## config.mk

```make
export PLATFORM = sky130hd
export DESIGN_NAME = button_debounce_pair
export DESIGN_NICKNAME = d
export VERILOG_FILES = /design/src/rtl/btn_pkg.sv /design/src/rtl/button_debounce_ch.sv /design/src/rtl/button_debounce_pair.sv
export SDC_FILE = /design/constraint.sdc
export NUM_CORES = 1
export LEC_CHECK = 0
export BUFFER_PORTS_ARGS = -buffer_cell sky130_fd_sc_hd__buf_2
export CAP_MARGIN = 20
export CORE_ASPECT_RATIO = 0.7
export CORE_MARGIN = 4
export CORE_UTILIZATION = 64
export CTS_CLUSTER_DIAMETER = 30
export DETAILED_ROUTE_END_ITERATION = 12
export PLACE_DENSITY_LB_ADDON = 0.3
export SYNTH_ARGS = -nofsm -noshare
export SYNTH_HDL_FRONTEND = slang
export SYNTH_HIERARCHICAL = 1
export SYNTH_SLANG_ARGS = --single-unit
```

## constraint.sdc

```tcl
create_clock -name i_Clk -period 3.75 [get_ports i_Clk]
set_input_delay 0 -clock i_Clk [delete_from_list [all_inputs] [get_ports i_Clk]]
set_output_delay 0 -clock i_Clk [all_outputs]
set_load 0.01 [all_outputs]
```

## src/rtl/btn_pkg.sv

```systemverilog
// Shared state encoding and default timing constants for the two-button debouncer.
package btn_pkg;

  typedef enum logic [1:0] {
    RELEASED     = 2'd0,
    PRESS_WAIT   = 2'd1,
    HELD         = 2'd2,
    RELEASE_WAIT = 2'd3
  } btn_state_e;

  // 25 MHz clock: 10 ms debounce, 500 ms first repeat, 100 ms repeat period
  localparam int DEF_DEBOUNCE_CYCLES = 250000;
  localparam int DEF_REPEAT_EN       = 1;
  localparam int DEF_REPEAT_DELAY    = 12500000;
  localparam int DEF_REPEAT_PERIOD   = 2500000;

  function automatic int imax(input int a, input int b);
    return (a > b) ? a : b;
  endfunction

endpackage

```

## src/rtl/button_debounce_ch.sv

```systemverilog
// One button channel: 2-flop synchronizer, debounce FSM, stability and auto-repeat counters.
module button_debounce_ch
  import btn_pkg::*;
#(
  parameter int DEBOUNCE_CYCLES = DEF_DEBOUNCE_CYCLES,
  parameter int REPEAT_EN       = DEF_REPEAT_EN,
  parameter int REPEAT_DELAY    = DEF_REPEAT_DELAY,
  parameter int REPEAT_PERIOD   = DEF_REPEAT_PERIOD
) (
  input  logic gclk,
  input  logic grst_n,
  input  logic raw,
  output logic db,
  output logic press
);

  localparam int CW   = (DEBOUNCE_CYCLES > 2) ? $clog2(DEBOUNCE_CYCLES) : 1;
  localparam int RMAX = imax(REPEAT_DELAY, REPEAT_PERIOD);
  localparam int RW   = $clog2(RMAX + 1);
  localparam logic [CW-1:0] CNT_LAST = CW'(DEBOUNCE_CYCLES - 1);
  localparam logic [RW-1:0] R_DELAY  = RW'(REPEAT_DELAY);
  localparam logic [RW-1:0] R_PERIOD = RW'(REPEAT_PERIOD);
  localparam logic [RW-1:0] R_MAX    = RW'(RMAX);

  logic [1:0]    sync_q;
  logic          sync;
  btn_state_e    state, state_nxt;
  logic [CW-1:0] cnt, cnt_nxt, cnt_inc;
  logic [RW-1:0] rcnt, rcnt_nxt, rcnt_inc;
  logic          rphase, rphase_nxt;  // 0: waiting first repeat, 1: periodic repeats
  logic          press_nxt;

  assign sync     = sync_q[1];
  assign cnt_inc  = (cnt == CNT_LAST) ? cnt : cnt + 1'b1;
  assign rcnt_inc = (rcnt == R_MAX) ? rcnt : rcnt + 1'b1;
  assign db       = (state == HELD) || (state == RELEASE_WAIT);

  always_ff @(posedge gclk or negedge grst_n) begin
    if (!grst_n) begin
      sync_q <= '0;
      state  <= RELEASED;
      cnt    <= '0;
      rcnt   <= '0;
      rphase <= 1'b0;
      press  <= 1'b0;
    end else begin
      sync_q <= {sync_q[0], raw};
      state  <= state_nxt;
      cnt    <= cnt_nxt;
      rcnt   <= rcnt_nxt;
      rphase <= rphase_nxt;
      press  <= press_nxt;
    end
  end

  always_comb begin
    state_nxt  = state;
    cnt_nxt    = cnt;
    rcnt_nxt   = rcnt;
    rphase_nxt = rphase;
    press_nxt  = 1'b0;
    case (state)
      RELEASED: if (sync) begin
        state_nxt = PRESS_WAIT;
        cnt_nxt   = '0;
      end
      PRESS_WAIT: if (!sync) begin
        state_nxt = RELEASED;
        cnt_nxt   = '0;
      end else if (cnt_inc == CNT_LAST) begin
        state_nxt  = HELD;
        cnt_nxt    = '0;
        rcnt_nxt   = '0;
        rphase_nxt = 1'b0;
        press_nxt  = 1'b1;
      end else begin
        cnt_nxt = cnt_inc;
      end
      HELD: if (!sync) begin
        state_nxt = RELEASE_WAIT;
        cnt_nxt   = '0;
      end else if (REPEAT_EN != 0) begin
        if (rcnt_inc == (rphase ? R_PERIOD : R_DELAY)) begin
          rcnt_nxt   = '0;
          rphase_nxt = 1'b1;
          press_nxt  = 1'b1;
        end else begin
          rcnt_nxt = rcnt_inc;
        end
      end
      // repeat counter is left untouched here so a short release glitch only pauses it
      RELEASE_WAIT: if (sync) begin
        state_nxt = HELD;
        cnt_nxt   = '0;
      end else if (cnt_inc == CNT_LAST) begin
        state_nxt  = RELEASED;
        cnt_nxt    = '0;
        rcnt_nxt   = '0;
        rphase_nxt = 1'b0;
      end else begin
        cnt_nxt = cnt_inc;
      end
      default: state_nxt = RELEASED;
    endcase
  end

endmodule

```

## src/rtl/button_debounce_pair.sv

```systemverilog
// Two debounced buttons driving registered up/down commands; a held button locks out the other.
module button_debounce_pair
  import btn_pkg::*;
#(
  parameter int DEBOUNCE_CYCLES = DEF_DEBOUNCE_CYCLES,
  parameter int REPEAT_EN       = DEF_REPEAT_EN,
  parameter int REPEAT_DELAY    = DEF_REPEAT_DELAY,
  parameter int REPEAT_PERIOD   = DEF_REPEAT_PERIOD
) (
  input  logic i_Clk,
  input  logic i_Rst_n,
  input  logic i_B1,
  input  logic i_B2,
  output logic o_B1_db,
  output logic o_B2_db,
  output logic o_B1_press,
  output logic o_B2_press,
  output logic o_Up,
  output logic o_Down
);

  logic [1:0] db, press;

  button_debounce_ch #(
    .DEBOUNCE_CYCLES(DEBOUNCE_CYCLES),
    .REPEAT_EN      (REPEAT_EN),
    .REPEAT_DELAY   (REPEAT_DELAY),
    .REPEAT_PERIOD  (REPEAT_PERIOD)
  ) u_ch [1:0] (
    .gclk  (i_Clk),
    .grst_n(i_Rst_n),
    .raw   ({i_B2, i_B1}),
    .db    (db),
    .press (press)
  );

  assign o_B1_db    = db[0];
  assign o_B2_db    = db[1];
  assign o_B1_press = press[0];
  assign o_B2_press = press[1];

  // a press always coincides with its own db=1, so up and down can never both fire
  always_ff @(posedge i_Clk or negedge i_Rst_n) begin
    if (!i_Rst_n) begin
      o_Up   <= 1'b0;
      o_Down <= 1'b0;
    end else begin
      o_Up   <= press[0] & ~db[1];
      o_Down <= press[1] & ~db[0];
    end
  end

endmodule
```

Word-level counts from Yosys, hierarchy flattened
Index checks and enable logic that the tools add are counted.

word-level totals
  register bits after elaboration = 98
  input port bits = 4
  output and inout bits = 6

operators by class
  add/sub/neg operators = 4
  equality and inequality tests = 30
  muxes and demuxes = 66
  bitwise operators = 4
  reductions and logical operators = 14

operator list
  operator                 count
  $mux W24                 14
  $mux W18                 12
  $pmux W18 S4             2
  $pmux W24 S3             2
  $eq A18 B18 Y1 const B   4
  $add A24 B1 Y24 const B  2
  $eq A24 B24 Y1           2
  $eq A24 B24 Y1 const B   2
  $add A18 B1 Y18 const B  2
  $mux W2                  12
  $mux W1                  18
  $pmux W2 S4              2
  $reduce_and A4 Y1        4
  $ne A2 B1 Y1 const B     6
  $ne A2 B2 Y1 const B     6
  $reduce_and A5 Y1        2
  $eq A2 B2 Y1 const B     4
  $ne A3 B2 Y1 const B     2
  $ne A3 B3 Y1 const B     2
  $pmux W1 S3              2
  $reduce_bool A3 Y1       2
  $eq A2 B1 Y1 const B     2
  $logic_not A2 Y1         2
  $pmux W1 S2              2
  other kinds (4)          8

Logic depth before layout (Yosys ltp)
Gate-level depths: netlist of run 1.

  depth after elaboration = 6
  mapped depth = 12

Hierarchy
Netlist of run 1, hierarchy kept.

by module, submodules not included
  module                        times used  cells each  area each (µm²)  seq. area each (µm²)
  button_debounce_ch (u_ch[0])  1           450         3637.2           1201.2
  button_debounce_ch (u_ch[1])  1           425         3513.4           1201.2
  button_debounce_pair          1           4           77.6             50.0

Least setup slack after synthesis of run 1
OpenSTA, ideal clock, no wires.

  kind = register -> register
  start = reg u_ch[0].rcnt[1]
  end = reg u_ch[0].rcnt[9]
  arrival time = 2.909 ns
  data required time = 3.646 ns
  path slack = 0.737 ns
  stages on the path, launching flop included = 12
  buffers on the path = 2
  clock period less this slack = 3.013 ns
  cells stage by stage = dfrtp_1 -> ha_1 -> buf_1 -> nand3_1 -> nor4_1 -> nand4_1 -> xnor2_1 -> a41o_1 -> and4_1 -> buf_4 -> nand2b_1 -> o311ai_1

on the way
  longest elaborated chain between the ends = 6
  elaborated cells between the ends (all ways) = 7
  those cells by class = 1 x add/sub; 2 x eq/ne; 4 x mux

RTL lines
  what                                                      line                      source
  start, declared                                           button_debounce_ch.sv:29  logic [RW-1:0] rcnt, rcnt_nxt, rcnt_inc;
  start signal, assigned                                    button_debounce_ch.sv:50  rcnt <= rcnt_nxt;
  $add A24 B1 Y24 / $eq A24 B24 Y1 (equally long branches)  button_debounce_ch.sv:35  assign rcnt_inc = (rcnt == R_MAX) ? rcnt : rcnt + 1'b1;
  $mux W24 (*)                                              button_debounce_ch.sv:35
  $eq A24 B24 Y1                                            button_debounce_ch.sv:83  if (rcnt_inc == (rphase ? R_PERIOD : R_DELAY)) begin
  $mux W24 (*)                                              button_debounce_ch.sv:83
  $mux W24 (*)                                              button_debounce_ch.sv:79  HELD: if (!sync) begin
  $pmux W24 S3 (*)                                          button_debounce_ch.sv:62  case (state)

Mark *: on every way between the ends. The rest lies on a longest branch, timed or not. The select of a mux whose other input is x is not followed.
A chain may end at the register's enable or synchronous reset.

Worst setup path in the final report of run 1
  start = reg u_ch[0].rcnt[3]
  end = reg u_ch[0].rcnt[12]

The elaborated chain is that of the path after synthesis.

==> reports/metrics.yaml, run 1 <==
synth:
  synth_edf_count: 0
  synth_compound_area_share_pct: 20.53
  yosysWarnings: 6
  synthMuxAreaShare_pct: 1.489
  ys_seq_area_share_pct: 33.93
  ys_ff_latch: 98
  ys.flop_type: "dfrtp_1"
  synth_nets: 899
  synth_area_sq_um: 7228
  synthAdderAreaFrac_pct: 2.770
  synthTopCellsByArea: "dfrtp_1, nand2_1, nand3_1"
  synth-xor-area-share_pct: 3.029
  avgSynthCellArea_sq_um: 8.223
  yosysTopAreaCell: "dfrtp_1"
  yosysMostFrequentCell: "dfrtp_1"
  synthTopCellsByCount: "dfrtp_1, nand2_1, nand3_1, nor2_1, nor3_1"
  synth_cells: 879
  synth_top_family_by_area: "simple AND/OR/NAND/NOR gates"
  async_flop_share_pct: 100.0
  synth_simple_gate_area_share_pct: 32.72
  netlist.area_leader.share_pct: 33.93
  ys_types: 83
floorplanning:
  start_util_pct: 65.65
  core_sq_um: 11010
  die_area_sq_um: 13090
  die_x_microns: 135.0
  die_y_microns: 96.92
  num_rows: 32
  io_pins: 10
pwr:
  power_density_nw_per_um2: 449.6
  leakage_nw: 2.978
  irDropWorstVdd_mv: 0.3198
timing:
  rsz0062_at_grt: "false"
  worstMarginPinSlew_ns: 0.9846
  final_max_slew_viol_count: 0
  fin_hold_ws_ns: 0.2928
  relSlewSlack_pct: 32.48
  tns_ns: 0
  max_freq_ghz: 0.2789
  finalSetupViolations: 0
  post-route-min-period_ns: 3.585
  fin_crit_sh_pct: 95.60
  hold_viol: 0
  skew_ns: 0.008318
layout:
  final_nets: 872
  fin_util_pct: 69.66
  design_area_sq_um: 7670
  n_antenna_cell: 0
  drive_gt1_share_pct: 9.452
  syn2layout_area_growth_pct: 6.110
place:
  placed_area_sq_um: 7298
  port_buffers: 9
  gp_congestion: 1.039
  place_hpwl_microns: 12990
clocking:
  hold_buffers: 3
  cts_resized: 0
  cts-buffers-inserted: 9
  clk_path_buf_depth: 2
  clock-root-buffer: "clkbuf_16"
  htreeDepth: 3
  clkTransAtPathRegs_ns: 0.07
  post_cts_buffers: 0
  cts.sinks: 98
  tritoncts: "done"
  insertion_delay_ns: 0.35
global_routing:
  antenna_found_initial: 0
  grt_usage_pct: 29.08
  grt-ovfl-total: 0
  grt_pass1_wl_microns: 31760
  grt_pass1_vias: 6317
  grt_max_degree: 66
critical_path:
  start_kind: "flop"
  required_ns: 3.99
  worstSetupPathType: "flop to flop"
  reg2regPathDepth: 9
  rr_endpoint: "u_ch[0]/rcnt[12]$_DFFE_PN0P_"
  worst_ep_arrival_time_ns: 3.82
  r2r-start: "u_ch[0]/rcnt[3]$_DFFE_PN0P_"
  end_kind: "flop"
  cp_max_fo: 12
  r2r_setup_slack_ns: 0.16
drt:
  drt_iter0_drc: 783
  vias: 7029
  ant_nets: 0
  first_pass_iters: 7
  via_per_inst: 6.959
  detail_route.wl_per_cell_microns: 18.58
  drc: 0
  wl_microns: 18770
worst_hold_path:
  hold_class: "input pin to async pin"
job:
  maxCapViolCount: 0
outcome:
  outcome: "finished clean"
state kept, by name (all words and copies together), names as in the netlist, named ones only:
signal	cells
u_ch/sync_q	4
u_ch/rcnt	48
o_Down	1
u_ch/cnt	36
u_ch/state	2
o_Up	1
u_ch/rphase	2
u_ch/press	2
area by class of cell:
class,count,area (sq um)
Inverter,21,78.83
Clock inverter,6,87.58
Clock buffer,10,239.0
Multi-Input combinational cell,690,4385
Timing Repair Buffer,32,235.2
Fill cell,867,3341
Sequential cell,98,2452
Tap cell,153,191.4
worst max-delay path, cell delays in order (launching register included):
cell and delay, ns:
dfrtp_1 0.55, nand4_1 0.31, or4_4 0.58, xor2_1 0.15, or4_1 0.55, nor4_1 0.35, and4_1 0.42, buf_4 0.21
nor3_1 0.06, a211o_1 0.29
how the worst max path moves through the flow:
stage,startpoint,to,slack [ns],cells past startpoint
final,u_ch[0]/rcnt[3]$_DFFE_PN0P_,u_ch[0]/rcnt[12]$_DFFE_PN0P_,0.16,9
after global routing,u_ch[1]/cnt[0]$_DFFE_PN0P_,u_ch[1]/cnt[17]$_DFFE_PN0P_,0.01,9
after CTS,u_ch[0]/rcnt[6]$_DFFE_PN0P_,u_ch[0]/rcnt[12]$_DFFE_PN0P_,0.20,9
after detailed placement,u_ch[1]/cnt[0]$_DFFE_PN0P_,u_ch[1]/rcnt[17]$_DFFE_PN0P_,0.38,9
after global placement,u_ch[0]/rcnt[3]$_DFFE_PN0P_,u_ch[0]/rcnt[11]$_DFFE_PN0P_,0.42,9
after floorplan,u_ch[0]/rcnt[1]$_DFFE_PN0P_,u_ch[0]/rcnt[9]$_DFFE_PN0P_,0.74,11
cells by family (layout without fill, tap and decap cells):
logic type / Yosys count / count (layout)
xor gates and xnor gates: 25 / 25
muxes: 10 / 10
and+or+nand+nor: 428 / 428
buffers and inverters: 91 / 69
AOI/OAI and AO/OA: 211 / 211
adders and majority gates: 16 / 16
DFF: 98 / 98
routing by layer:
layer,vias to the layer above,part of all wire (%),global-route usage [%],wire [microns]
li1,3265,-,-,-
met1,3332,43,42.70,8128
met2,384,46,44.22,8575
met3,48,9.2,6.133,1726
met4,0,1.8,6.816,334
met5,-,0,0,0
placed cells by master, fill, tap and decap left out, drive strengths merged, types with 6 or more instances in the layout:
| master | synthesis | final |
|---|---|---|
| a211o | 11 | 11 |
| a211oi | 7 | 7 |
| a21oi | 27 | 27 |
| a221o | 8 | 8 |
| a22o | 6 | 6 |
| a31oi | 7 | 7 |
| and2 | 6 | 6 |
| and3 | 15 | 15 |
| and4 | 16 | 16 |
| buf | 28 | 29 |
| clkbuf | 42 | 10 |
| dfrtp | 98 | 98 |
| ha | 16 | 16 |
| inv | 21 | 23 |
| mux2 | 6 | 6 |
| nand2 | 95 | 95 |
| nand2b | 12 | 12 |
| nand3 | 55 | 55 |
| nand4 | 31 | 31 |
| nor2 | 56 | 56 |
| nor2b | 10 | 10 |
| nor3 | 49 | 49 |
| nor3b | 10 | 10 |
| nor4 | 21 | 21 |
| o211ai | 8 | 8 |
| o21a | 6 | 6 |
| o21ai | 56 | 56 |
| o311ai | 8 | 8 |
| o31ai | 22 | 22 |
| o41ai | 7 | 7 |
| or2 | 8 | 8 |
| or3 | 7 | 7 |
| or3b | 6 | 6 |
| or4 | 14 | 14 |
| xnor2 | 18 | 18 |
| xor2 | 7 | 7 |
report_power, final:
group | internal [mW] | leakage [nW] | switching [mW] | total, mW
registers | 1.13 | 1.34 | 0.141 | 1.27
clock network | 0.606 | 0.163 | 0.433 | 1.04
logic | 0.403 | 1.47 | 0.735 | 1.14
per-stage QoR:
| stage | setup slack [ns] | cells | total power [mW] |
|---|---|---|---|
| 2_1_floorplan | 0.7373 | 879 | 2.072 |
| 3_3_place_gp | 0.4186 | 990 | 2.333 |
| 3_5_place_dp | 0.3827 | 990 | 2.401 |
| 4_1_cts | 0.1980 | 1009 | 3.440 |
| 5_1_grt | 0.01330 | 1010 | 3.669 |
| 6_report | 0.1649 | 1010 | 3.448 |
Note: power is estimated with default switching activity, not from simulation.
==> run 2: changes to the inputs <==
Settings changed: SETUP_SLACK_MARGIN set to 0.4.
Clock period 3.75 ns to 3.8 ns, I/O delays scaled along.
==> reports/metrics.yaml, run 2 (synthesis results as in run 1) <==
outcome:
  outcome: "finished clean"
drt:
  detail_route.wl_per_cell_microns: 18.29  # -1.5%
  vias: 6980  # -0.70%
  drt_iter0_drc: 722  # -7.8%
  ant_nets: 0  # unchanged
  drc: 0  # unchanged
  first_pass_iters: 6  # -1
  wl_microns: 18440  # -1.7%
  via_per_inst: 6.925  # -0.50%
floorplanning:
  die_y_microns: 96.92  # unchanged
  io_pins: 10  # unchanged
  die_x_microns: 135.0  # unchanged
  start_util_pct: 65.65  # unchanged
  core_sq_um: 11010  # unchanged
  num_rows: 32  # unchanged
  die_area_sq_um: 13090  # unchanged
layout:
  fill_cells: 875  # +0.92%
  fin_util_pct: 69.99  # +0.33 points
  final_nets: 870  # -0.23%
  finalNonFillerCells: 1008  # -0.20%
  drive_gt1_share_pct: 11.46  # +2.0 points
  final_cell_mix: "nand2_1, dfrtp_1, nand3_1, nor2_1, nor3_1"
  largest_register: "u_ch/rcnt"
  final_common_cell: "nand2_1"
  reg_top3: "u_ch/rcnt (48), u_ch/cnt (36), u_ch/sync_q (4)"
  n_antenna_cell: 0  # unchanged
  largest_reg_flops: 48  # unchanged
  syn2layout_area_growth_pct: 6.612
critical_path:
  worstPathCellList: "nand4_2 > or4_4 > xor2_1 > or4_1 > nor4_2 > and4_4 > buf_4 > nor3_1 > a211o_1"
  cp_max_fo: 9  # -3
  start_kind: "flop"
  worst_ep_arrival_time_ns: 3.50  # -0.32 ns
  worstSetupPathType: "flop to flop"
  cp_slowest_cell: "or4_4"
  slowest_delay_ns: 0.61  # +0.03 ns
  required_ns: 4.03  # +0.04 ns
  end_kind: "flop"
global_routing:
  grt_max_degree: 72  # +9.1%
  antenna_found_initial: 0  # unchanged
  grt-ovfl-total: 0  # unchanged
  grt_usage_pct: 28.25  # -0.82 points
  grt_pass1_wl_microns: 30830  # -2.9%
  grt_pass1_vias: 6346  # +0.46%
timing:
  hold_viol: 0  # unchanged
  worstMarginPinSlew_ns: 0.9664  # -0.01826 ns
  rsz0062_at_grt: "true"
  relSlewSlack_pct: 33.73  # +1.3 points
  fin_crit_sh_pct: 85.88  # -9.7 points
  post-route-min-period_ns: 3.264  # -0.3216 ns
  tns_ns: 0  # unchanged
  skew_ns: 0.009528  # +0.001210 ns
  setup_ws_ns: 0.5364  # +0.3716 ns
  finalSetupViolations: 0  # unchanged
  max_freq_ghz: 0.3064  # +9.9%
  final_max_slew_viol_count: 0  # unchanged
pwr:
  power_density_nw_per_um2: 437.6  # -2.7%
  leakage_nw: 2.952  # -0.87%
  irDropWorstVdd_mv: 0.3085  # -3.5%
  finalPower_mw: 3.373  # -2.2%
place:
  gp_congestion: 1.049  # +0.97%
  port_buffers: 9  # unchanged
  place_worst_setup_slack_ns: 0.3971  # +0.01443 ns
  place_hpwl_microns: 12820  # -1.3%
  dp.cells: 988  # -0.20%
clocking:
  clock-root-buffer: "clkbuf_16"
  clk_path_buf_depth: 2  # unchanged
  cts-buffers-inserted: 9  # unchanged
  insertion_delay_ns: 0.35  # about the same
  htreeDepth: 3  # unchanged
  tritoncts: "done"
  cts.sinks: 98  # unchanged
  clkTransAtPathRegs_ns: 0.07  # about the same
job:
  maxCapViolCount: 0  # unchanged
worst_hold_path:
  hold_class: "input pin to flop"
[run 2: cell types whose count changed in the layout (fill, tap and decap cells not counted), sizes merged]
cell    change
clkinv      +1
buf         -2
inv         -1
[run 2: final timing paths]
check                                          endpoint  cells after the start  slack [ns]                         from
hold / removal              u_ch[0]/sync_q[0]$_DFF_PN0_                      2        0.28                         i_B1
setup / recovery           u_ch[0]/rcnt[23]$_DFFE_PN0P_                      9        0.54  u_ch[0]/rcnt[9]$_DFFE_PN0P_
hold reg to reg             u_ch[1]/sync_q[1]$_DFF_PN0_                      0        0.36  u_ch[1]/sync_q[0]$_DFF_PN0_
min in group asynchronous   u_ch[1]/rcnt[0]$_DFFE_PN0P_                      2        0.33                      i_Rst_n
setup reg to reg           u_ch[0]/rcnt[23]$_DFFE_PN0P_                      9        0.54  u_ch[0]/rcnt[9]$_DFFE_PN0P_
max in group asynchronous  u_ch[1]/rcnt[12]$_DFFE_PN0P_                      3        2.56                      i_Rst_n
[run 2: power breakdown]
| group | internal [mW] | leakage, nW | total, mW | switching, mW |
|---|---|---|---|---|
| registers | 1.12 | 1.33 | 1.26 | 0.145 |
| logic | 0.383 | 1.46 | 1.10 | 0.714 |
| clock network | 0.596 | 0.163 | 1.01 | 0.415 |
[run 2: repair_timing]
action	in CTS	in global routing
resized for setup	1	20
buffers inserted	0	1
hold buffers	3	0
pin swaps	0	2
endpoints found under the setup margin	3	54
endpoints found under the hold margin	72	0
[run 2: worst max-delay path: cells and delay by family, from the launching register on]
kind                   cells  cell delay [ns]
AND/OR/NAND/NOR            6             2.04
flip-flops                 1             0.47
XOR/XNOR                   1             0.16
AO/OA/AOI/OAI              1             0.29
buffers and inverters      1             0.19
[run 2: per-layer routing]
layer  share of wire (%)  track usage, %  routed length [microns]
met1                  43           40.68                     7998
met4                 2.1           8.830                      391
met3                 9.1           6.185                     1677
met5                   0               0                        0
met2                  45           42.68                     8370
[run 2: cell type report]
| cell class | count | area [sq um] | share of cell area [%] |
|---|---|---|---|
| multi-input cells | 690 | 4433 | 57.53 |
| clock buffers | 10 | 239.0 | 3.101 |
| flip-flops and latches | 98 | 2464 | 31.97 |
| well taps | 153 | 191.4 | 2.484 |
| inverters | 21 | 78.83 | 1.023 |
| repair buffers | 30 | 212.7 | 2.760 |
| clock inverters | 6 | 87.58 | 1.137 |
[run 2: per-stage QoR]
stage / area, sq um / hold WS (ns)
2_1_floorplan: 7228 / -0.2956
3_3_place_gp: 7283 / 0.1092
3_5_place_dp: 7283 / 0.1097
4_1_cts: 7641 / 0.2755
5_1_grt: 7706 / 0.2900
6_report: 7706 / 0.2817
==> run 3: changes to the inputs <==
Settings changed: CORE_ASPECT_RATIO 0.7 to unset, CTS_CLUSTER_DIAMETER 30 to unset.
==> reports/metrics.yaml, run 3 (synthesis results as in run 1) <==
pwr:
  power.share.clock_pct: 28.9  # -1.1 points
  seqPwrFrac_pct: 37.2  # -0.3 points
  leakage_nw: 2.968  # +0.53%
  power_density_nw_per_um2: 439.2  # +0.35%
  power_frac_comb_pct: 33.9  # +1.4 points
  p_sw_share_pct: 38.29  # +0.49 points
  p_sw_mw: 1.293  # +1.4%
  finalPower_mw: 3.377  # +0.14%
  irDropWorstVdd_mv: 0.3210  # +4.0%
  p_int_mw: 2.084  # -0.66%
drt:
  drc: 0  # unchanged
  detail_route.wl_per_cell_microns: 18.84  # +3.0%
  ant_nets: 0  # unchanged
  first_pass_iters: 7  # +1
  vias: 6998  # +0.26%
  wl_microns: 18820  # +2.1%
  via_per_inst: 7.005  # +1.2%
  drt_iter0_drc: 900  # +25%
critical_path:
  rr_endpoint: "u_ch[1]/rcnt[6]$_DFFE_PN0P_"
  r2r-start: "u_ch[1]/rcnt[7]$_DFFE_PN0P_"
  end_kind: "flop"
  cp_max_fo: 11  # +2
  required_ns: 4.01  # -0.02 ns
  worstSetupPathType: "flop to flop"
  r2r_setup_slack_ns: 0.46  # -0.07 ns
  reg2regPathDepth: 8  # -1
  start_kind: "flop"
  worst_ep_arrival_time_ns: 3.55  # +0.05 ns
clocking:
  cts-buffers-inserted: 9  # unchanged
  cts.sinks: 98  # unchanged
  clock-root-buffer: "clkbuf_16"
  clk_path_buf_depth: 2  # unchanged
  insertion_delay_ns: 0.36  # about the same
  clkTransAtPathRegs_ns: 0.06  # about the same
  tritoncts: "done"
  htreeDepth: 3  # unchanged
floorplanning:
  core_sq_um: 10940  # -0.68%
  die_area_sq_um: 13060  # -0.20%
  die_y_microns: 114.3  # +18%
  die_x_microns: 114.3  # -15%
  io_pins: 10  # unchanged
  num_rows: 38  # +19%
  start_util_pct: 66.10  # +0.45 points
global_routing:
  antenna_found_initial: 0  # unchanged
  grt_pass1_vias: 6587  # +3.8%
  grt_pass1_wl_microns: 31840  # +3.3%
  grt_usage_pct: 29.79  # +1.5 points
  grt_max_degree: 79  # +9.7%
  grt-ovfl-total: 0  # unchanged
layout:
  n_antenna_cell: 0  # unchanged
  final_nets: 874  # +0.46%
  multi_input_area_sq_um: 4415  # -0.40%
  largest_reg_flops: 48  # unchanged
  reg_top3: "u_ch/rcnt (48), u_ch/cnt (36), u_ch/sync_q (4)"
  drive_gt1_share_pct: 11.41  # -0.053 points
  syn2layout_area_growth_pct: 6.387
  final_cell_mix: "nand2_1, dfrtp_1, nand3_1"
  largest_register: "u_ch/rcnt"
  final_common_cell: "nand2_1"
  ff_latch_area_sq_um: 2462  # about the same
  fill_cells: 839  # -4.1%
timing:
  rsz0062_at_grt: "true"
  relSlewSlack_pct: 32.64  # -1.1 points
  finalSetupViolations: 0  # unchanged
  worstMarginPinSlew_ns: 0.9823  # +0.01591 ns
  setup_ws_ns: 0.4624  # -0.07405 ns
  skew_ns: 0.01329  # +0.003758 ns
  fin_crit_sh_pct: 87.83  # +1.9 points
  hold_viol: 0  # unchanged
  max_freq_ghz: 0.2996  # -2.2%
  tns_ns: 0  # unchanged
  final_max_slew_viol_count: 0  # unchanged
  fin_hold_ws_ns: 0.2911  # +0.009448 ns
  post-route-min-period_ns: 3.338  # +0.07405 ns
worst_hold_path:
  min_from: "i_B2"
  hold_class: "input pin to flop"
  min_to: "u_ch[1]/sync_q[0]$_DFF_PN0_"
  holdPathStages: 2  # unchanged
place:
  place_worst_setup_slack_ns: 0.3274  # -0.06973 ns
  place_hpwl_microns: 12820  # about the same
  gp_congestion: 0.9641  # -8.1%
  port_buffers: 9  # unchanged
job:
  maxCapViolCount: 0  # unchanged
outcome:
  outcome: "finished clean"
==> run 3: changes by cell type in the layout (fill, tap and decap cells not counted), moves of 2 or more <==
| cell | before | now |
|---|---|---|
| nor4_2 | 7 | 5 |
| clkbuf_8 | 1 | 3 |
| nor4_1 | 14 | 16 |
| buf_4 | 19 | 23 |
==> run 3: per-layer routing <==
layer | global-route usage (%) | share of wire (%) | vias to the layer above
met1 | 40.09 | 42 | 3310
met2 | 47.15 | 48 | 369
li1 | - | - | 3257
met4 | 13.78 | 3.2 | 0
met3 | 5.021 | 7.5 | 62
met5 | 0 | 0 | -
==> run 3: power by group through the flow <==
stage	logic, mW	registers, mW	clock network (mW)
2_1_floorplan	0.841	1.20	0
3_3_place_gp	1.06	1.25	0
3_5_place_dp	1.11	1.26	0
4_1_cts	1.11	1.25	0.993
5_1_grt	1.28	1.27	1.03
6_report	1.15	1.26	0.974
==> run 3: worst max path at each step <==
stage                                           start                      endpoint  slack [ns]  depth (start not counted)
final                     u_ch[1]/rcnt[7]$_DFFE_PN0P_   u_ch[1]/rcnt[6]$_DFFE_PN0P_        0.46                          8
after global routing      u_ch[0]/rcnt[7]$_DFFE_PN0P_   u_ch[0]/rcnt[7]$_DFFE_PN0P_        0.33                          9
after CTS                 u_ch[0]/rcnt[2]$_DFFE_PN0P_  u_ch[0]/rcnt[11]$_DFFE_PN0P_        0.43                          9
after detailed placement  u_ch[0]/rcnt[3]$_DFFE_PN0P_   u_ch[0]/rcnt[5]$_DFFE_PN0P_        0.33                          9
after global placement    u_ch[0]/rcnt[3]$_DFFE_PN0P_  u_ch[0]/rcnt[10]$_DFFE_PN0P_        0.35                          9
after floorplan           u_ch[0]/rcnt[1]$_DFFE_PN0P_   u_ch[0]/rcnt[9]$_DFFE_PN0P_        0.79                         11
==> run 3: area by class of cell <==
cell class	instances	area share [%]
repair buffers	34	3.157
clock inverters	4	0.6346
clock buffers	12	3.466
well taps	140	2.278
flip-flops and latches	98	32.02
multi-input cells	690	57.42
inverters	21	1.025
==> run 3: what timing repair did <==
action | 4_1_cts | 5_1_grt
buffers inserted | 1 | 0
hold buffers | 3 | 0
gates cloned | 0 | 0
gates resized for setup | 4 | 13
endpoints found under the hold margin | 79 | 0
setup endpoints to repair | 16 | 60
pin swaps | 1 | 1
==> run 3: stage by stage <==
| stage | cells | util [%] | cell area, sq um |
|---|---|---|---|
| floorplan | 879 | - | 7228 |
| global placement | 979 | 66.73 | 7297 |
| detailed placement | 979 | 66.73 | 7297 |
| CTS | 999 | 70.00 | 7655 |
| global route | 999 | 70.32 | 7690 |
| finish | 999 | 70.32 | 7690 |
==> run 3: critical path, cell delays in order (launching register included) <==
cell and delay [ns]:
dfrtp_1 0.55, nand4_1 0.24, nor4_1 0.61, and4_1 0.34, nor4_1 0.06, and4_1 0.21, o21ai_1 0.48, nand2_2 0.28
o311ai_1 0.42
